`src/rtl/wb_writeback_stage.sv`:
```
// Write-back stage: drives the register-file write port from retiring ALU results and
// from data-memory load responses, with load alignment, timeout and a retire counter.
module wb_writeback_stage #(
    parameter int TIMEOUT_CYCLES = 64
) (
    input  logic        clk,
    input  logic        rst,
    input  logic        in_valid,
    input  logic        in_flush,
    input  logic [4:0]  in_rd_addr,
    input  logic        in_reg_write,
    input  logic        in_mem_read,
    input  logic [2:0]  in_funct3,
    input  logic [31:0] in_alu_result,
    input  logic        dmem_rvalid,
    input  logic [31:0] dmem_rdata,
    output logic        wb_stall,
    output logic [4:0]  rd_addr,
    output logic [31:0] rd_data,
    output logic        reg_write,
    output logic        load_err,
    output logic [31:0] retire_cnt
);
    localparam int CW = $clog2(TIMEOUT_CYCLES);
    localparam logic [CW-1:0] CNT_LAST = CW'(TIMEOUT_CYCLES - 1);

    typedef enum logic {IDLE, WAIT_LOAD} state_t;

    function automatic logic [31:0] align_load(input logic [31:0] rdata,
                                               input logic [2:0]  f3,
                                               input logic [1:0]  off);
        logic [7:0]  b;
        logic [15:0] h;
        b = 8'(rdata >> {off, 3'b000});
        h = 16'(rdata >> {off[1], 4'b0000});
        case (f3)
            3'b000:  align_load = {{24{b[7]}}, b};
            3'b100:  align_load = {24'd0, b};
            3'b001:  align_load = {{16{h[15]}}, h};
            3'b101:  align_load = {16'd0, h};
            default: align_load = rdata;
        endcase
    endfunction

    function automatic logic misaligned(input logic [2:0] f3, input logic [1:0] off);
        misaligned = f3[1] ? (off != 2'b00) : (f3[0] & off[0]);
    endfunction

    state_t        state_q, state_d;
    logic [CW-1:0] cnt_q, cnt_d;
    logic [4:0]    rd_addr_q, rd_addr_d;
    logic [31:0]   rd_data_q, rd_data_d;
    logic          reg_write_q, reg_write_d;
    logic          load_err_q, load_err_d;
    logic [31:0]   retire_q, retire_d;
    logic [4:0]    ld_rd_q, ld_rd_d;
    logic [2:0]    ld_f3_q, ld_f3_d;
    logic [1:0]    ld_off_q, ld_off_d;
    logic          ld_we_q, ld_we_d;
    logic          pend_vld_q, pend_vld_d;
    logic [4:0]    pend_addr_q, pend_addr_d;
    logic [31:0]   pend_data_q, pend_data_d;
    logic          pend_we_q, pend_we_d;
    logic          accept;
    logic          ld_mis;

    assign wb_stall = (state_q == WAIT_LOAD) & ~dmem_rvalid;
    assign accept   = in_valid & ~in_flush & ~wb_stall;
    assign ld_mis   = misaligned(ld_f3_q, ld_off_q);

    always_comb begin
        state_d     = state_q;
        cnt_d       = cnt_q;
        rd_addr_d   = rd_addr_q;
        rd_data_d   = rd_data_q;
        reg_write_d = 1'b0;
        load_err_d  = 1'b0;
        retire_d    = retire_q + 32'(accept);
        ld_rd_d     = ld_rd_q;
        ld_f3_d     = ld_f3_q;
        ld_off_d    = ld_off_q;
        ld_we_d     = ld_we_q;
        pend_vld_d  = 1'b0;
        pend_addr_d = pend_addr_q;
        pend_data_d = pend_data_q;
        pend_we_d   = pend_we_q;

        // Write port owner this edge: load completion first, else a deferred ALU result.
        if (state_q == WAIT_LOAD) begin
            if (dmem_rvalid) begin
                rd_addr_d   = ld_rd_q;
                rd_data_d   = align_load(dmem_rdata, ld_f3_q, ld_off_q);
                reg_write_d = ld_we_q & ~ld_mis;
                load_err_d  = ld_mis;
                state_d     = IDLE;
            end else if (cnt_q == CNT_LAST) begin
                load_err_d = 1'b1;
                state_d    = IDLE;
            end else begin
                cnt_d = cnt_q + 1'b1;
            end
        end else if (pend_vld_q) begin
            rd_addr_d   = pend_addr_q;
            rd_data_d   = pend_data_q;
            reg_write_d = pend_we_q;
        end

        // An ALU op accepted while the port is taken is written one cycle later.
        if (accept) begin
            if (in_mem_read) begin
                ld_rd_d  = in_rd_addr;
                ld_f3_d  = in_funct3;
                ld_off_d = in_alu_result[1:0];
                ld_we_d  = in_reg_write & (in_rd_addr != 5'd0);
                state_d  = WAIT_LOAD;
                cnt_d    = '0;
            end else if ((state_q == WAIT_LOAD) || pend_vld_q) begin
                pend_vld_d  = 1'b1;
                pend_addr_d = in_rd_addr;
                pend_data_d = in_alu_result;
                pend_we_d   = in_reg_write & (in_rd_addr != 5'd0);
            end else begin
                rd_addr_d   = in_rd_addr;
                rd_data_d   = in_alu_result;
                reg_write_d = in_reg_write & (in_rd_addr != 5'd0);
            end
        end
    end

    always_ff @(posedge clk) begin
        if (!rst) begin
            state_q     <= IDLE;
            cnt_q       <= '0;
            rd_addr_q   <= '0;
            rd_data_q   <= '0;
            reg_write_q <= 1'b0;
            load_err_q  <= 1'b0;
            retire_q    <= '0;
            pend_vld_q  <= 1'b0;
        end else begin
            state_q     <= state_d;
            cnt_q       <= cnt_d;
            rd_addr_q   <= rd_addr_d;
            rd_data_q   <= rd_data_d;
            reg_write_q <= reg_write_d;
            load_err_q  <= load_err_d;
            retire_q    <= retire_d;
            pend_vld_q  <= pend_vld_d;
        end
    end

    always_ff @(posedge clk) begin
        ld_rd_q     <= ld_rd_d;
        ld_f3_q     <= ld_f3_d;
        ld_off_q    <= ld_off_d;
        ld_we_q     <= ld_we_d;
        pend_addr_q <= pend_addr_d;
        pend_data_q <= pend_data_d;
        pend_we_q   <= pend_we_d;
    end

    assign rd_addr    = rd_addr_q;
    assign rd_data    = rd_data_q;
    assign reg_write  = reg_write_q;
    assign load_err   = load_err_q;
    assign retire_cnt = retire_q;
endmodule

```
`config.mk`:
```
export PLATFORM = sky130hd
export DESIGN_NAME = wb_writeback_stage
export DESIGN_NICKNAME = d
export VERILOG_FILES = /design/src/rtl/wb_writeback_stage.sv
export SDC_FILE = /design/constraint.sdc
export NUM_CORES = 1
export LEC_CHECK = 0
export ABC_AREA = 1
export ABC_CLOCK_PERIOD_IN_PS = 13600
export BUFFER_PORTS_ARGS = -buffer_cell sky130_fd_sc_hd__buf_2
export CAP_MARGIN = 0
export CORE_MARGIN = 5
export CORE_UTILIZATION = 59
export DETAILED_ROUTE_END_ITERATION = 12
export GPL_TIMING_DRIVEN = 0
export PLACE_DENSITY_LB_ADDON = 0.3
export SLEW_MARGIN = 40
export SYNTH_ARGS = -nofsm -noshare
export SYNTH_HDL_FRONTEND = slang
export SYNTH_SLANG_ARGS = --single-unit
```
`constraint.sdc`:
```
create_clock -name clk -period 13.6 [get_ports clk]
set_input_delay 3.4 -clock clk [delete_from_list [all_inputs] [get_ports clk]]
set_output_delay 3.4 -clock clk [all_outputs]
set_load 0.01 [all_outputs]
```
==> metrics <==
M2 GR Usage 52.2%; CTS sink count between 100 and 150; later-pin clock latency in the skew report between 0.5 and 0.6 ns; Seq. cell area 0.00305 sq mm; Critical Path RT about 10 ns; Tot Pwr 998 uW; Port Buf Inserts 150; Global Route met1 Usage 42.0%; ys async rst share 0%; CP cell instances buf_2 > inv_2 > nand2_4 > inv_2 > buf_2; RSZ-0062 raised after global routing false; Synth Warn # 0; Slew @ Worst Pin approximately 0.67 ns; routed vias 6832; final setup TNS 0 ns; Synth Cell Area 0.00653 sq mm; Worst Hold Class reg -> reg; Area growth, synth to finish 24.7%; design area 0.00814 sq mm; post-synthesis sequential area ratio 46.8%; crit path max-delay cell type inv_2; FP Rows 38; H-tree depth 4; Crit. path cell count 5; Setup Fix Bufs, Post-CTS 0; Worst setup SP type input pin; # setup viols final 0; Worst VDD drop 0.126 mV; number of flops mapped to enable cells by yosys 49; die width 115 um; crit path kind in -> out; number of detailed-route iterations in the first pass 6; r2r worst-path depth 11; largest net degree at the start of global routing 17; Worst Setup End Kind output port; Remaining Overflow, GRT 0; Worst Path Buf+Inv 4; Final period util 55.4%; die area 0.0133 sq mm; fillers 856; Reg-to-Reg End retire_cnt[14]; status complete, no violations; Core Area 0.0108 sq mm; IO Pins between 150 and 200; total CTS buffers 17; ANT nets after route 0; vias in the first global route about 6400; R2R Path Start state_q; Routed WL 21.0 mm; Rel. slew slack 55.3%; initial antenna violation count 0; highest cell delay on the worst timing path 0.18 ns; area of the multi-input gates around 0.003 sq mm; Starting Density 60.2%; CTS Hold Bufs 0; maxcap violations 0; Avg Cell Area, Syn 7.33 sq um; clock-pin slew on the worst setup and hold paths 0.06 ns; Final min period 7.54 ns; Clock Skew 0.00975 ns; crit path DAT 4.14 ns; clock tree buffer depth 2; Layout Nets 1147; ratio of cells with drive above 1 in the final layout around 22%; Peak Freq 133 MHz; initial DRC count a little over 900; Setup crit end wb_stall; layer with the highest usage met2; max-slew violation count 0; Leak Pwr between 3 and 4 nW; drc violations 0; CTS tree yes; Top FF cell, synth dfxtp_1; final hold viol count 0; Power Density approximately 120 mW/mm^2; CTS resizes 0; Detail Placement HPWL 14.9 mm; chip height approximately 120 um; GP Congestion 0.949; area post-placement 0.00750 sq mm; Total GRT Usage 31.9%; Avg WL per Cell 17.2 um; first-pass GRT wire length 32.7 mm; Post-Syn Instances 890; synth unique cells ~40; root buf cell clkbuf_8; R2R Setup Slk ~11 ns; crit path max fanout 9; Yosys reg bits 128; Via density 5.60; crit path from dmem_rvalid; Mapped Nets 972; met3 Track Usage GR 5.79%; CP top delay family buffers and inverters
-- cell families after synthesis --
logic type / synth area share [%]
AO/OA/AOI/OAI: 14.0
AND/OR/NAND/NOR: 29.7
flip-flops: 46.8
buffers and inverters: 7.46
XOR/XNOR: 1.48
adder cells (fa/ha/maj): 0.575
-- how the worst min path moves through the flow --
stage	depth (start not counted)	start	slack, ns	end
floorplan	2	cnt_q[0]	0.47	cnt_q[0]
global placement	2	retire_cnt[31]	0.46	retire_cnt[31]
detailed placement	2	retire_cnt[31]	0.46	retire_cnt[31]
CTS	2	retire_cnt[31]	0.47	retire_cnt[31]
global route	2	retire_cnt[30]	0.52	retire_cnt[30]
finish	2	retire_cnt[31]	0.48	retire_cnt[31]
-- power breakdown --
| part | internal (mW) | leakage (nW) | switching [mW] | total [mW] |
|---|---|---|---|---|
| Combinational | 0.0323 | 2.12 | 0.0556 | 0.0879 |
| Sequential | 0.408 | 1.08 | 0.00538 | 0.413 |
| Clock | 0.311 | 0.308 | 0.185 | 0.497 |
| Total | 0.751 | 3.51 | 0.246 | 0.998 |
-- state kept, by name, indices dropped and copies added, names as in the netlist, 2 cells and up --
register and cells:
cnt_q 6, pend_data_q 32, pend_addr_q 5, rd_data 32
retire_cnt 32, ld_f3_q 3, ld_rd_q 5, rd_addr 5
ld_off_q 2
-- routing by layer --
metal | wire [um] | share of wire (%)
met1 | 8110 | 39
met2 | 9860 | 47
met3 | 2360 | 11
met4 | 628 | 3.0
met5 | 0 | 0
-- area by class of cell --
type | count | share of cell area (%)
Antenna cell | 2 | 0.0615
Buffer | 37 | 2.58
Clock buffer | 18 | 5.39
Clock inverter | 14 | 2.44
Inverter | 73 | 3.40
Multi-Input combinational cell | 652 | 36.8
Sequential cell | 128 | 37.5
Tap cell | 140 | 2.15
Timing Repair Buffer | 156 | 9.70
-- through the flow --
stage,utilization [%],hold WS (ns),std cells,setup slack (ns)
after detailed placement,69.2,0.464,1186,6.08
after floorplan,-,0.471,890,6.49
after CTS,75.1,0.474,1218,6.08
after global placement,68.8,0.461,1180,5.12
final,75.1,0.476,1220,6.06
after global routing,75.1,0.522,1218,6.00
-- cells in the mapped netlist, drive strengths merged (8+ instances only) --
cell | count | share of area [%]
nor2 | 132 | 7.9
nor3 | 8 | 0.79
nand3 | 42 | 3.4
inv | 73 | 4.2
o21ai | 70 | 5.4
a21oi | 103 | 8.0
nand2 | 250 | 15
clkbuf | 16 | 0.94
nand3b | 13 | 1.6
edfxtp | 49 | 23
buf | 21 | 2.3
dfxtp | 79 | 24
-- cells in the final DEF (no fill, tap or decap), drive strengths merged, types with 4 or more instances in the layout --
master	Yosys	routed
nor2	132	132
xor2	5	5
nor3	8	8
a21oi	103	103
bufinv	0	4
clkbuf	16	34
edfxtp	49	49
buf	21	177
xnor2	6	6
o21ai	70	70
or2	6	6
inv	73	78
dfxtp	79	79
nand3	42	42
nand4	6	6
nand3b	13	13
nand2	250	250
-- worst reg2reg max path: stages, from the launching register on --
cell and delay, ns:
dfxtp_1 0.46, nand2_4 0.20, nand2_4 0.10, inv_2 0.10
ha_1 0.17, ha_1 0.18, nand3_1 0.19, nor2_4 0.26
nand3b_2 0.19, nor2_2 0.23, nor2_1 0.08, nor3_1 0.20
(Power assumes the default switching activity.)
